==> config.mk <==
export PLATFORM = sky130hd
export DESIGN_NAME = simp_arbiter
export DESIGN_NICKNAME = d
export VERILOG_FILES = /design/src/rtl/simp_arbiter.sv
export SDC_FILE = /design/constraint.sdc
export NUM_CORES = 1
export LEC_CHECK = 0
export BUFFER_PORTS_ARGS = -buffer_cell sky130_fd_sc_hd__buf_2
export CAP_MARGIN = 10
export CELL_PAD_IN_SITES_DETAIL_PLACEMENT = 0
export CELL_PAD_IN_SITES_GLOBAL_PLACEMENT = 2
export CORE_ASPECT_RATIO = 1.75
export CORE_MARGIN = 3
export CORE_UTILIZATION = 11
export DETAILED_ROUTE_END_ITERATION = 7
export PLACE_DENSITY = 0.92
export SYNTH_ARGS = -nofsm -noshare
export SYNTH_HDL_FRONTEND = slang
export SYNTH_SLANG_ARGS = --single-unit
==> constraint.sdc <==
create_clock -name clk -period 1.7 [get_ports clk]
set_input_delay 0.34 -clock clk [delete_from_list [all_inputs] [get_ports clk]]
set_output_delay 0.34 -clock clk [all_outputs]
set_load 0.005 [all_outputs]
==> src/rtl/simp_arbiter.sv <==
// Round-robin arbiter sharing one simp slave port between NUM_MASTERS simp masters.
// Optional watchdog enabled by defining SIMP_ARB_TIMEOUT_EN (limit set by TIMEOUT_CYCLES).
module simp_arbiter #(
    parameter int NUM_MASTERS    = 2,
    parameter int TIMEOUT_CYCLES = 256
) (
    input  logic                        clk,
    input  logic                        rst,
    input  logic [NUM_MASTERS*32-1:0]   m_addr,
    input  logic [NUM_MASTERS*32-1:0]   m_data_in,
    input  logic [NUM_MASTERS-1:0]      m_wr,
    input  logic [NUM_MASTERS-1:0]      m_rd,
    input  logic [NUM_MASTERS-1:0]      m_valid,
    input  logic [NUM_MASTERS*4-1:0]    m_be,
    output logic [NUM_MASTERS*32-1:0]   m_data_out,
    output logic [NUM_MASTERS-1:0]      m_done,
    output logic [31:0]                 s_addr,
    output logic [31:0]                 s_data_in,
    output logic                        s_wr,
    output logic                        s_rd,
    output logic                        s_valid,
    output logic [3:0]                  s_be,
    input  logic [31:0]                 s_data_out,
    input  logic                        s_done,
    output logic [NUM_MASTERS-1:0]      grant_o,
    output logic                        busy_o,
    output logic                        timeout_err_o
);

    localparam int IDX_W = (NUM_MASTERS > 1) ? $clog2(NUM_MASTERS) : 1;

    typedef enum logic {
        IDLE = 1'b0,
        BUSY = 1'b1
    } state_t;

    state_t             state_reg, state_next;
    logic [IDX_W-1:0]   grant_reg, grant_next;
    logic [IDX_W-1:0]   last_grant_reg, last_grant_next;

    logic               sel_found;
    logic [IDX_W-1:0]   sel_idx;
    logic               timeout_fire;
    logic               xfer_active;
    logic               done_any;
    logic [31:0]        resp_data;

    // Round-robin pick: first requester strictly after the last winner, wrapping.
    always_comb begin : p_select
        int               cand;
        logic [IDX_W-1:0] cand_idx;
        sel_found = 1'b0;
        sel_idx   = '0;
        cand      = 0;
        cand_idx  = '0;
        for (int i = 1; i <= NUM_MASTERS; i++) begin
            cand     = (int'(last_grant_reg) + i) % NUM_MASTERS;
            cand_idx = IDX_W'(cand);
            if (!sel_found && m_valid[cand_idx]) begin
                sel_found = 1'b1;
                sel_idx   = cand_idx;
            end
        end
    end

`ifdef SIMP_ARB_TIMEOUT_EN
    localparam int CNT_W = (TIMEOUT_CYCLES > 2) ? $clog2(TIMEOUT_CYCLES) : 1;
    localparam logic [CNT_W-1:0] CNT_LAST = CNT_W'(TIMEOUT_CYCLES - 1);

    logic [CNT_W-1:0] cnt_reg, cnt_next;
    logic             timeout_err_reg;

    assign timeout_fire = (state_reg == BUSY) && !s_done && (cnt_reg == CNT_LAST);

    always_comb begin
        cnt_next = '0;
        if (state_reg == BUSY && !s_done) begin
            cnt_next = cnt_reg + 1'b1;
        end
    end

    always_ff @(posedge clk or posedge rst) begin
        if (rst) begin
            cnt_reg         <= '0;
            timeout_err_reg <= 1'b0;
        end else begin
            cnt_reg <= cnt_next;
            if (timeout_fire) begin
                timeout_err_reg <= 1'b1;
            end
        end
    end

    assign timeout_err_o = timeout_err_reg;
`else
    assign timeout_fire  = 1'b0;
    assign timeout_err_o = 1'b0;
`endif

    always_comb begin
        state_next      = state_reg;
        grant_next      = grant_reg;
        last_grant_next = last_grant_reg;
        case (state_reg)
            IDLE: begin
                if (sel_found) begin
                    state_next      = BUSY;
                    grant_next      = sel_idx;
                    last_grant_next = sel_idx;
                end
            end
            BUSY: begin
                // The grant is held until completion even if the master withdraws valid.
                if (s_done || timeout_fire) begin
                    state_next = IDLE;
                    grant_next = '0;
                end
            end
            default: begin
                state_next = IDLE;
                grant_next = '0;
            end
        endcase
    end

    always_ff @(posedge clk or posedge rst) begin
        if (rst) begin
            state_reg      <= IDLE;
            grant_reg      <= '0;
            last_grant_reg <= IDX_W'(NUM_MASTERS - 1);
        end else begin
            state_reg      <= state_next;
            grant_reg      <= grant_next;
            last_grant_reg <= last_grant_next;
        end
    end

    // Slave side is a pure mux of the granted master; forced to zero outside a live access.
    assign xfer_active = (state_reg == BUSY) && !timeout_fire;
    assign busy_o      = (state_reg == BUSY);

    always_comb begin
        s_addr    = '0;
        s_data_in = '0;
        s_wr      = 1'b0;
        s_rd      = 1'b0;
        s_valid   = 1'b0;
        s_be      = '0;
        if (xfer_active) begin
            s_addr    = m_addr[grant_reg*32 +: 32];
            s_data_in = m_data_in[grant_reg*32 +: 32];
            s_wr      = m_wr[grant_reg];
            s_rd      = m_rd[grant_reg];
            s_valid   = 1'b1;
            s_be      = m_be[grant_reg*4 +: 4];
        end
    end

    assign done_any  = s_done || timeout_fire;
    assign resp_data = timeout_fire ? 32'hDEAD_BEEF : s_data_out;

    generate
        for (genvar gi = 0; gi < NUM_MASTERS; gi++) begin : g_master
            assign grant_o[gi]              = (state_reg == BUSY) && (grant_reg == IDX_W'(gi));
            assign m_done[gi]               = grant_o[gi] && done_any;
            assign m_data_out[gi*32 +: 32]  = grant_o[gi] ? resp_data : 32'h0;
        end
    endgenerate

endmodule

Yosys cells after proc, flatten, opt, wreduce, memory -nomap -nowiden
Cells that the tools add are included.
Widths: inputs -> output; s select.
{"block": "op_classes", "n_reduce_logical": 8, "n_bitwise": 2, "add_sub_neg": 2, "n_eq_ne": 2, "n_lt_le_gt_ge": 3, "n_mux": 26, "shifts": 3}
{"operator": "$mux 32", "count": 4}
{"operator": "$shiftx 64x7->32", "count": 2}
{"operator": "$mux 1", "count": 19}
{"operator": "$shiftx 8x4->4", "count": 1}
{"operator": "$lt 1x2->1 const B", "count": 3}
{"operator": "$logic_and 1x1->1", "count": 5}
{"operator": "$mux 4", "count": 1}
{"operator": "$ne 2x2->1 const B", "count": 2}
{"operator": "$pmux 1 s2", "count": 2}
{"operator": "$reduce_and 2->1", "count": 2}
{"operator": "$add 1x1->1 const B", "count": 2}
{"operator": "$not 1->1", "count": 2}
{"operator": "$logic_not 1->1", "count": 1}
{"block": "word_totals", "output_inout_bits": 141, "elab_cells": 49, "inputBits": 177, "ff_bits": 3}

Logic depth before layout (Yosys ltp)
Gate-level depths: netlist (run 1).
{"block": "depth", "word_depth": 9, "ltp_mapped": 5, "depth_no_buf": 2}

Worst setup path after synthesis (run 1)
Ideal clock, no wire load.
{"block": "synth_timing", "kind": "register -> output", "startpoint": "reg grant_reg", "endpoint": "out s_addr[10]", "required_time_ns": 1.360, "n_path_buf": 3, "stages_incl_launch_ff": 6, "arrival_ns": 1.020, "setup_slack_ns": 0.340, "path_cell_list": "dfrtp_1 > buf_4 > buf_8 > buf_12 > mux2i_1 > nor2b_1"}
{"block": "synth_via", "elab_chain_cells": 2}
{"item": "start, declared", "line_no": "38", "source": "logic [IDX_W-1:0] grant_reg, grant_next;"}
{"item": "start signal, assigned", "line_no": "133", "source": "grant_reg <= grant_next;"}
{"item": "$shiftx 64x7->32", "line_no": "150", "source": "s_addr = m_addr[grant_reg*32 +: 32];"}
{"item": "$mux 32", "line_no": "149", "source": "if (xfer_active) begin"}
{"item": "end, declared", "line_no": "17", "source": "output logic [31:0] s_addr,"}
Every way passes these cells.

Worst setup path after layout (run 1)
{"block": "layout_timing", "startpoint": "reg grant_reg", "endpoint": "out m_data_out[51]"}
{"block": "layout_via", "elab_chain_cells": 2}
{"item": "$logic_and 1x1->1", "line_no": "164", "source": "assign grant_o[gi] = (state_reg == BUSY) && (grant_reg == IDX_W'(gi));"}
{"item": "$mux 32", "line_no": "166", "source": "assign m_data_out[gi*32 +: 32] = grant_o[gi] ? resp_data : 32'h0;"}
{"item": "end, declared", "line_no": "15", "source": "output logic [NUM_MASTERS*32-1:0] m_data_out,"}
Every way passes these cells.

==> results of run 1 <==
## report_power, final
| part | internal (uW) | switching [uW] | total (uW) |
|---|---|---|---|
| Combinational | 881 | 713 | 1590 |
| Clock | 309 | 63.8 | 373 |
| Sequential | 96.4 | 24.9 | 121 |
| Total | 1290 | 801 | 2090 |
## worst max-delay path by stage
stage                                     start        endpoint  slack (ns)  cells after the start
after detailed placement  grant_reg$_DFFE_PP0P_         s_be[3]        0.18                      4
final                     grant_reg$_DFFE_PP0P_  m_data_out[51]       -0.04                      4
after global routing      grant_reg$_DFFE_PP0P_         s_be[3]       -0.11                      4
after global placement    grant_reg$_DFFE_PP0P_   m_data_out[9]        0.21                      4
after CTS                 grant_reg$_DFFE_PP0P_      s_addr[31]       -0.05                      4
after floorplan           grant_reg$_DFFE_PP0P_      s_addr[10]        0.34                      5
## synth_stat cells
| library cell | number |
|---|---|
| mux2i_1 | 71 |
| nor2b_1 | 71 |
| and2_1 | 34 |
| and3_1 | 33 |
| clkbuf_1 | 12 |
| buf_4 | 9 |
| clkbuf_2 | 3 |
| buf_12 | 2 |
| dfrtp_1 | 2 |
| a21oi_1 | 1 |
| a22o_1 | 1 |
| buf_2 | 1 |
| buf_6 | 1 |
| buf_8 | 1 |
| conb_1 | 1 |
| dfstp_2 | 1 |
| inv_1 | 1 |
| nand2_1 | 1 |
| nor2b_4 | 1 |
| nor3_1 | 1 |
| o22a_1 | 1 |
## cell families (layout without fill, tap and decap cells)
| group | Yosys count | count (layout) | share of synthesized area [%] |
|---|---|---|---|
| compound gates | 3 | 3 | 1.18 |
| buf+inv | 30 | 330 | 10.7 |
| flops | 3 | 3 | 4.01 |
| mux | 71 | 71 | 37.4 |
| other cells | 1 | 1 | 0.197 |
| simple gates | 141 | 141 | 46.6 |
## cells in the final DEF, fill, tap and decap left out, drive strengths merged, types with 2 or more instances in the layout
master | netlist | layout
and2 | 34 | 34
mux2i | 71 | 71
clkbuf | 15 | 5
buf | 14 | 323
and3 | 33 | 33
nor2b | 72 | 72
dfrtp | 2 | 2
## layout make-up
| cell class | instances | area, sq um |
|---|---|---|
| Fill cell | 1889 | 13100 |
| Timing Repair Buffer | 325 | 1750 |
| Multi-Input combinational cell | 216 | 1630 |
| Tap cell | 227 | 284 |
| Sequential cell | 3 | 81.3 |
| Clock buffer | 4 | 78.8 |
| Inverter | 1 | 3.75 |
## repair_timing
item / in CTS / in global routing
setup endpoints to repair: 58 / 112
hold buffers: 1 / 0
hold endpoints to repair: 2 / 0
cloned: 0 / 1
gates resized for setup: 2 / 4
setup buffers: 0 / 1
## metal layers
metal | vias up | wire length (um)
met5 | - | 0
met4 | 0 | 116
met3 | 10 | 793
met2 | 172 | 5230
met1 | 1203 | 3620
li1 | 1433 | -
## per-stage QoR
| step | utilization (%) | TNS [ns] | std cells | total power, uW | area [sq um] |
|---|---|---|---|---|---|
| floorplan | - | 0 | 249 | 994 | 1900 |
| global placement | 21.7 | 0 | 769 | 1680 | 3680 |
| detailed placement | 21.7 | 0 | 769 | 1680 | 3680 |
| CTS | 22.3 | -1.06 | 774 | 2070 | 3780 |
| global route | 22.6 | -7.16 | 776 | 2270 | 3830 |
| finish | 22.6 | -0.652 | 776 | 2090 | 3830 |
## worst register-to-register path: cells and delay by family, from the launching register on
family          cells  cell delay (ns)
flops               1             0.53
buf+inv             2             0.35
compound gates      1             0.20
==> results.txt, run 1 <==
Number of global-route vias before repair -> 2801
Met1 Use GR -> 9.97%
Worst Path Buf+Inv -> 3
Pre-CTS WS -> 0.181 ns
Post-layout net count -> 727
Worst R2R Setup Slack -> 0.49 ns
HP Class -> in -> reg
Avg Vias per Cell -> 3.63
Max rail drop VDD -> 0.000314 V
CTS tree -> built
Gr usage total -> 9.15%
Pwr/cell area -> 545 nW/um^2
Grt peak-use layer -> met2
Cell family contributing the most delay on the critical path -> flip-flops
Clk_skew -> 0.0000850 ns
Clk slew on worst S/H paths -> 0.03 ns
# port buffers -> 316
I/O Pins -> 318
Grt ovf -> 0
Initial antenna violation count -> 0
Final Hold Viols -> 0
Layout area overhead -> 101%
Setup violators final -> 39
Hold Path Depth -> 2
Critical Path Fanout Max -> 24
MaxCap Viol Count -> 0
Critical path launch point type -> flip-flop
Post-synth top area share -> 37.4%
Worst R2R Path Depth -> 3
Global routing usage on met2 -> 17.9%
H-tree levels -> 1
FP Rows -> 63
Worst-skew pair later-pin latency -> 0.22 ns
Yosys cell types -> 21
Max Root-Sink Buffers -> 2
Routed Antenna Nets -> 0
Worst path slowest cell -> dfrtp_4
CTS Root Cell -> clkbuf_16
Hold WS -> 0.340 ns
Slowest Stage Delay on Critical Path -> 0.53 ns
Via count -> 2818
Cell area after synthesis -> 1900 sq um
Clock Sinks -> 3
WL/cell -> 12.6 um
# diodes -> 0
Period utilisation layout -> 103%
Hpwl dp -> 8010 um
WL final -> 9760 um
Core area -> 16900 sq um
Final Max Slew Viols -> 0
Drt first pass iters -> 4
CP Class -> reg -> out
Synth Instances -> 249
Failing checks -> negative setup slack
Crit. End Element -> output pin
Setup repair after global routing missed its margin -> true
FF-to-FF End -> grant_reg$_DFFE_PP0P_
Crit path required time -> 1.36 ns
Register area share after synthesis -> 4.01%
TritonCTS buffer count -> 3
Hold EP -> busy_o$_DFF_PP0_
Tmin final -> 1.74 ns
Crit-path cells -> buf_4 > clkbuf_16 > and3_1 > buf_2
Met3 usage in global routing -> 1.69%
F_max -> 573 MHz
Initial Util -> 11.2%
First-pass GRT wire length -> 14300 um
Largest net degree at the start of global routing -> 64
Post-synth top area cell -> mux2i_1
Share of cells above drive strength 1 -> 60.8%
Yosys Warn Count -> 0
DIE AREA -> 19000 sq um
FF-to-FF Start -> grant_reg$_DFFE_PP0P_
Pleak -> 0.00224 uW
Die Ht -> 180 um
HP Start -> s_done
Outcome -> finished with violations
Placer Congestion -> 0.795
Syn nets -> 426
Area contributors post-synth -> mux2i_1, nor2b_1, and2_1, and3_1, buf_4
Die W -> 105 um
# DRC -> 0
Worst EP arrival -> 1.40 ns
Yosys reg bits -> 3
Syn Area/Cell -> 7.64 sq um
Setup ws final -> -0.0440 ns
DR iter-0 viols -> 88
No activity file was read; power rests on OpenSTA's default activity.
==> run 2, diff against run 1 <==
- CELL_PAD_IN_SITES_DETAIL_PLACEMENT: 0 -> 1
- CELL_PAD_IN_SITES_GLOBAL_PLACEMENT: 2 -> 1
- CORE_AREA: default -> 3 3 124 126
- CORE_ASPECT_RATIO: 1.75 -> default
- CORE_MARGIN: 3 -> default
- CORE_UTILIZATION: 11 -> default
- DIE_AREA: default -> 0 0 127 129
- PLACE_DENSITY: 0.92 -> 0.81
==> run 2 against run 1 <==
Against the previous run:
- the flow still finishes with violations (negative setup slack)
- clock-buffer cell count did not move
- routed wire length rose by 20%
- critical path depth is 1 higher
- clock power is 1% higher
- global-route usage up 2.0 points
- via count grew 6.4%
- final cell count shrank 4.1%
- first-iteration DRC count is 20% lower
- combinational power is 16% higher
- total power is 12% higher
==> results.txt, run 2 (synthesized netlist as in run 1, its figures left out) <==
Outcome -> finished with violations (unchanged)
Failing checks -> negative setup slack (unchanged)
Layout area overhead -> 110% (was 101%)
Setup ws final -> -0.0838 ns (was -0.0440 ns)
Pwr/cell area -> 584 nW/um^2 (was 545 nW/um^2)
Die Ht -> 129 um (was 180 um)
# port buffers -> 316 (unchanged)
Core area -> 14400 sq um (was 16900 sq um)
FP Rows -> 44 (was 63)
Placer Congestion -> 0.778 (was 0.795)
Setup violators final -> 133 (was 39)
Initial antenna violation count -> 0 (unchanged)
Via count -> 2999 (was 2818)
Drt first pass iters -> 3 (was 4)
Combinational share of power -> 79.1% (was 76.3%)
Routed Antenna Nets -> 0 (unchanged)
DR iter-0 viols -> 70 (was 88)
TritonCTS buffer count -> 3 (unchanged)
CP Class -> reg -> out (unchanged)
Setup repair after global routing missed its margin -> true (unchanged)
Worst path slowest cell -> dfrtp_4 (unchanged)
Max Root-Sink Buffers -> 2 (unchanged)
Slowest Stage Delay on Critical Path -> 0.48 ns (was 0.53 ns)
Critical Path Fanout Max -> 18 (was 24)
# diodes -> 0 (unchanged)
Commonest non-fill, non-tap cells in the layout -> buf_2, nor2b_1, mux2i_1, and2_1, and3_1 (unchanged)
Switching Share -> 38.4% (about the same)
Crit-path cells -> buf_12 > buf_16 > mux2i_2 > nor2b_1 > buf_2 (was buf_4 > clkbuf_16 > and3_1 > buf_2)
Sequential Power Share -> 4.8% (was 5.8%)
Share of cells above drive strength 1 -> 62.1% (was 60.8%)
Non-filler cells, final -> 744 (was 776)
Tmin final -> 1.78 ns (was 1.74 ns)
H-tree levels -> 1 (unchanged)
WL/cell -> 15.8 um (was 12.6 um)
Initial Util -> 13.2% (was 11.2%)
Die W -> 127 um (was 105 um)
Clk slew on worst S/H paths -> 0.03 ns (about the same)
Max rail drop VDD -> 0.000241 V (was 0.000314 V)
Clock Sinks -> 3 (unchanged)
HP Class -> in -> reg (unchanged)
Worst-skew pair later-pin latency -> 0.23 ns (was 0.22 ns)
Final Cell Area -> 4000 sq um (was 3830 sq um)
Net Sw Power -> 898 uW (was 801 uW)
Worst EP arrival -> 1.44 ns (was 1.40 ns)
# DRC -> 0 (unchanged)
I/O Pins -> 318 (unchanged)
CTS tree -> built (unchanged)
Final Max Slew Viols -> 0 (unchanged)
Largest net degree at the start of global routing -> 59 (was 64)
DIE AREA -> 16400 sq um (was 19000 sq um)
Clk_skew -> 0.000218 ns (was 0.0000850 ns)
Pleak -> 0.00234 uW (was 0.00224 uW)
Hpwl dp -> 9040 um (was 8010 um)
MaxCap Viol Count -> 0 (unchanged)
Most common cell after layout, fill and taps aside -> buf_2 (unchanged)
Cell family contributing the most delay on the critical path -> flip-flops (unchanged)
Final Hold Viols -> 0 (unchanged)
F_max -> 561 MHz (was 573 MHz)
P_int -> 1440 uW (was 1290 uW)
CTS Root Cell -> clkbuf_16 (unchanged)
Avg Vias per Cell -> 4.03 (was 3.63)
Number of global-route vias before repair -> 2954 (was 2801)
Crit path required time -> 1.36 ns (about the same)
WL final -> 11700 um (was 9760 um)
Worst Path Buf+Inv -> 3 (unchanged)
Grt ovf -> 0 (unchanged)
Critical path launch point type -> flip-flop (unchanged)
First-pass GRT wire length -> 14800 um (was 14300 um)
Placed cells -> 726 (was 769)
Crit. End Element -> output pin (unchanged)
Filler cells -> 1846 (was 1889)
Clock power frac -> 16.1% (was 17.9%)
Post-layout net count -> 738 (was 727)
Area post-placement -> 3630 sq um (was 3680 sq um)
Period utilisation layout -> 105% (was 103%)
Gr usage total -> 11.2% (was 9.15%)
## run 2: cell count changes in the layout (fill, tap and decap cells not counted)
cell,change
and3_4,+1
and2_1,-1
buf_6,+2
and3_1,-1
mux2i_1,-1
buf_16,+1
and2_4,+1
clkbuf_16,+5
mux2i_2,+1
buf_12,+1
buf_4,+3
buf_2,-1
## run 2: what timing repair did
action	in CTS	in global routing
endpoints found under the setup margin	82	118
endpoints found under the hold margin	2	0
gates resized for setup	6	7
hold buffers	1	0
setup buffers	0	6
cloned	0	7
## run 2: final timing paths
check,start,endpoint,slack (ns),depth (start not counted)
max,grant_reg$_DFFE_PP0P_,s_data_in[23],-0.08,5
min,s_done,busy_o$_DFF_PP0_,0.40,2
max reg2reg,grant_reg$_DFFE_PP0P_,grant_reg$_DFFE_PP0P_,0.35,5
min reg2reg,last_grant_reg$_DFFE_PP1P_,last_grant_reg$_DFFE_PP1P_,0.52,1
max in group asynchronous,rst,last_grant_reg$_DFFE_PP1P_,0.93,3
min in group asynchronous,rst,grant_reg$_DFFE_PP0P_,0.56,3
## run 2: cell type report
class	instances	area, sq um	area share (%)
multi-input cells	216	1640	41.1
inverters	1	3.75	0.0938
repair buffers	336	1960	49.0
flip-flops and latches	3	81.3	2.03
well taps	184	230	5.76
clock buffers	4	78.8	1.97
## run 2: power groups by stage
| stage | clock network [uW] | registers, uW | logic [uW] |
|---|---|---|---|
| after detailed placement | 0 | 118 | 1590 |
| after CTS | 381 | 120 | 1610 |
| after floorplan | 0 | 99.9 | 894 |
| after global routing | 395 | 115 | 2020 |
| final | 377 | 111 | 1850 |
| after global placement | 0 | 116 | 1550 |
## run 2: layer usage
metal  GRT usage, %  wire [um]
met2           22.4       6400
met1           11.1       4270
met5              0          0
met4           3.28        121
met3           3.03        955
## run 2: metrics by stage
stage          power (uW)  util (%)  setup slack (ns)  hold WS [ns]  setup TNS (ns)
2_1_floorplan         994         -             0.340        0.0929               0
3_3_place_gp         1660      25.1             0.145         0.235               0
3_5_place_dp         1710      25.1            0.0774         0.233               0
4_1_cts              2120      26.0           -0.0995         0.406           -2.30
5_1_grt              2530      27.7            -0.153         0.435          -14.24
6_report             2340      27.7           -0.0838         0.405           -6.53
==> run 3, diff against run 2 <==
- CAP_MARGIN: 10 -> 20
- PLACE_DENSITY: 0.81 -> 0.76
==> run 3 against run 2 <==
Against the previous run:
- the run still ends with negative setup slack left
- global-route usage fell by 0.14 points
- sequential cell count did not move
- clock-buffer cell count did not move
- non-clock buffer count rose by 1
- combinational power rose by 3%
- sequential share of layout area fell by 0.072 points
- worst hold slack got worse by 0.061 ns
- critical path depth rose by 1
- critical endpoint is now s_data_in[20]
==> results.txt, run 3 (synthesized netlist as in run 1, its figures left out) <==
Outcome -> finished with violations (unchanged)
Failing checks -> negative setup slack (unchanged)
Worst R2R Setup Slack -> 0.45 ns (was 0.35 ns)
HP Start -> s_done (unchanged)
Critical path launch point type -> flip-flop (unchanged)
WL final -> 11500 um (was 11700 um)
I/O Pins -> 318 (unchanged)
HP Class -> in -> reg (unchanged)
Avg Vias per Cell -> 4.04 (was 4.03)
Hpwl dp -> 8670 um (was 9040 um)
Worst R2R Path Depth -> 4 (was 5)
Die W -> 127 um (unchanged)
Filler cells -> 1849 (was 1846)
Initial antenna violation count -> 0 (unchanged)
Final Hold Viols -> 0 (unchanged)
Clock Sinks -> 3 (unchanged)
WL/cell -> 15.5 um (was 15.8 um)
H-tree levels -> 1 (unchanged)
Area post-placement -> 3630 sq um (about the same)
Max rail drop VDD -> 0.000256 V (was 0.000241 V)
Largest net degree at the start of global routing -> 61 (was 59)
Initial Util -> 13.2% (unchanged)
FF-to-FF Start -> grant_reg$_DFFE_PP0P_ (unchanged)
MaxCap Viol Count -> 0 (unchanged)
FF-to-FF End -> grant_reg$_DFFE_PP0P_ (unchanged)
CP Class -> reg -> out (unchanged)
FP Rows -> 44 (unchanged)
# DRC -> 0 (unchanged)
Pre-CTS WS -> 0.0533 ns (was 0.0774 ns)
Max Root-Sink Buffers -> 2 (unchanged)
Post-layout net count -> 739 (was 738)
Setup violators final -> 121 (was 133)
Hold EP -> busy_o$_DFF_PP0_ (unchanged)
First-pass GRT wire length -> 15000 um (was 14800 um)
Hold Path Depth -> 2 (unchanged)
Commonest non-fill, non-tap cells in the layout -> buf_2, nor2b_1, mux2i_1, and2_1 (was buf_2, nor2b_1, mux2i_1, and2_1, and3_1)
Drt first pass iters -> 4 (was 3)
Pleak -> 0.00233 uW (was 0.00234 uW)
Setup repair after global routing missed its margin -> true (unchanged)
Routed Antenna Nets -> 0 (unchanged)
Most common cell after layout, fill and taps aside -> buf_2 (unchanged)
Crit. End Element -> output pin (unchanged)
Final Max Slew Viols -> 0 (unchanged)
Final Cell Area -> 4150 sq um (was 4000 sq um)
Die Ht -> 129 um (unchanged)
Reg area -> 81.3 sq um (unchanged)
Crit path required time -> 1.36 ns (about the same)
Clk slew on worst S/H paths -> 0.03 ns (about the same)
Number of global-route vias before repair -> 2935 (was 2954)
Design Power -> 2400 uW (was 2340 uW)
# diodes -> 0 (unchanged)
Period utilisation layout -> 107% (was 105%)
Worst-skew pair later-pin latency -> 0.22 ns (was 0.23 ns)
Placer Congestion -> 0.753 (was 0.778)
DIE AREA -> 16400 sq um (unchanged)
Tmin final -> 1.83 ns (was 1.78 ns)
Share of cells above drive strength 1 -> 64.3% (was 62.1%)
Area of the multi-input gates -> 1700 sq um (was 1640 sq um)
Gr usage total -> 11.0% (was 11.2%)
# port buffers -> 316 (unchanged)
F_max -> 547 MHz (was 561 MHz)
Grt ovf -> 0 (unchanged)
Pwr/cell area -> 578 nW/um^2 (was 584 nW/um^2)
Critical Path Fanout Max -> 5 (was 18)
Setup ws final -> -0.127 ns (was -0.0838 ns)
TritonCTS buffer count -> 3 (unchanged)
DR iter-0 viols -> 84 (was 70)
Worst EP arrival -> 1.49 ns (was 1.44 ns)
Via count -> 3008 (was 2999)
CTS tree -> built (unchanged)
Layout area overhead -> 118% (was 110%)
Clk_skew -> 0.00157 ns (was 0.000218 ns)
CTS Root Cell -> clkbuf_16 (unchanged)
Core area -> 14400 sq um (unchanged)
==> run 3: cell count changes in the layout (fill, tap and decap cells not counted), sizes merged <==
cell | previous run | this run
buf | 329 | 333
clkbuf | 10 | 7
==> run 3: worst max-delay path, cell delays in order (launching register included) <==
cell	delay, ns
dfrtp_4	0.48
buf_12	0.15
buf_12	0.13
buf_16	0.13
mux2i_2	0.14
nor2b_1	0.10
buf_2	0.12
==> run 3: worst max-delay path by stage <==
| stage | cells after the start | slack, ns | from | to |
|---|---|---|---|---|
| finish | 6 | -0.13 | grant_reg$_DFFE_PP0P_ | s_data_in[20] |
| floorplan | 5 | 0.34 | grant_reg$_DFFE_PP0P_ | s_addr[10] |
| global route | 6 | -0.17 | grant_reg$_DFFE_PP0P_ | s_data_in[20] |
| global placement | 4 | 0.11 | grant_reg$_DFFE_PP0P_ | s_be[2] |
| CTS | 4 | -0.12 | grant_reg$_DFFE_PP0P_ | s_addr[31] |
| detailed placement | 4 | 0.05 | grant_reg$_DFFE_PP0P_ | s_be[2] |
==> run 3: report_power, final <==
part	total, uW	internal, uW	switching, uW
Sequential	111	96.1	14.9
Clock	374	309	64.6
Combinational	1910	1090	824
Total	2400	1490	903
==> run 3: through the flow <==
stage | hold slack, ns | utilization (%) | TNS (ns) | std cells
after detailed placement | 0.220 | 25.2 | 0 | 727
after CTS | 0.356 | 26.4 | -4.94 | 734
final | 0.344 | 28.7 | -5.33 | 745
after global routing | 0.362 | 28.7 | -12.09 | 745
after global placement | 0.213 | 25.2 | 0 | 727
after floorplan | 0.0929 | - | 0 | 249
==> run 3: per-layer routing <==
layer | wire length, um | global-route usage (%)
met5 | 0 | 0
met4 | 29 | 0.946
met3 | 938 | 2.32
met2 | 6210 | 21.7
met1 | 4350 | 12.7
==> run 3: cell type report <==
class / count / share of cell area (%)
Timing Repair Buffer: 337 / 49.4
Clock buffer: 4 / 1.90
Multi-Input combinational cell: 216 / 41.1
Tap cell: 184 / 5.55
Sequential cell: 3 / 1.96
Inverter: 1 / 0.0905
==> run 3: timing repair <==
| action | 4_1_cts | 5_1_grt |
|---|---|---|
| endpoints found under the hold margin | 2 | 0 |
| setup buffers | 0 | 5 |
| hold buffers | 1 | 0 |
| cloned | 2 | 6 |
| pin swaps | 3 | 0 |
| endpoints found under the setup margin | 53 | 137 |
| resized for setup | 8 | 33 |
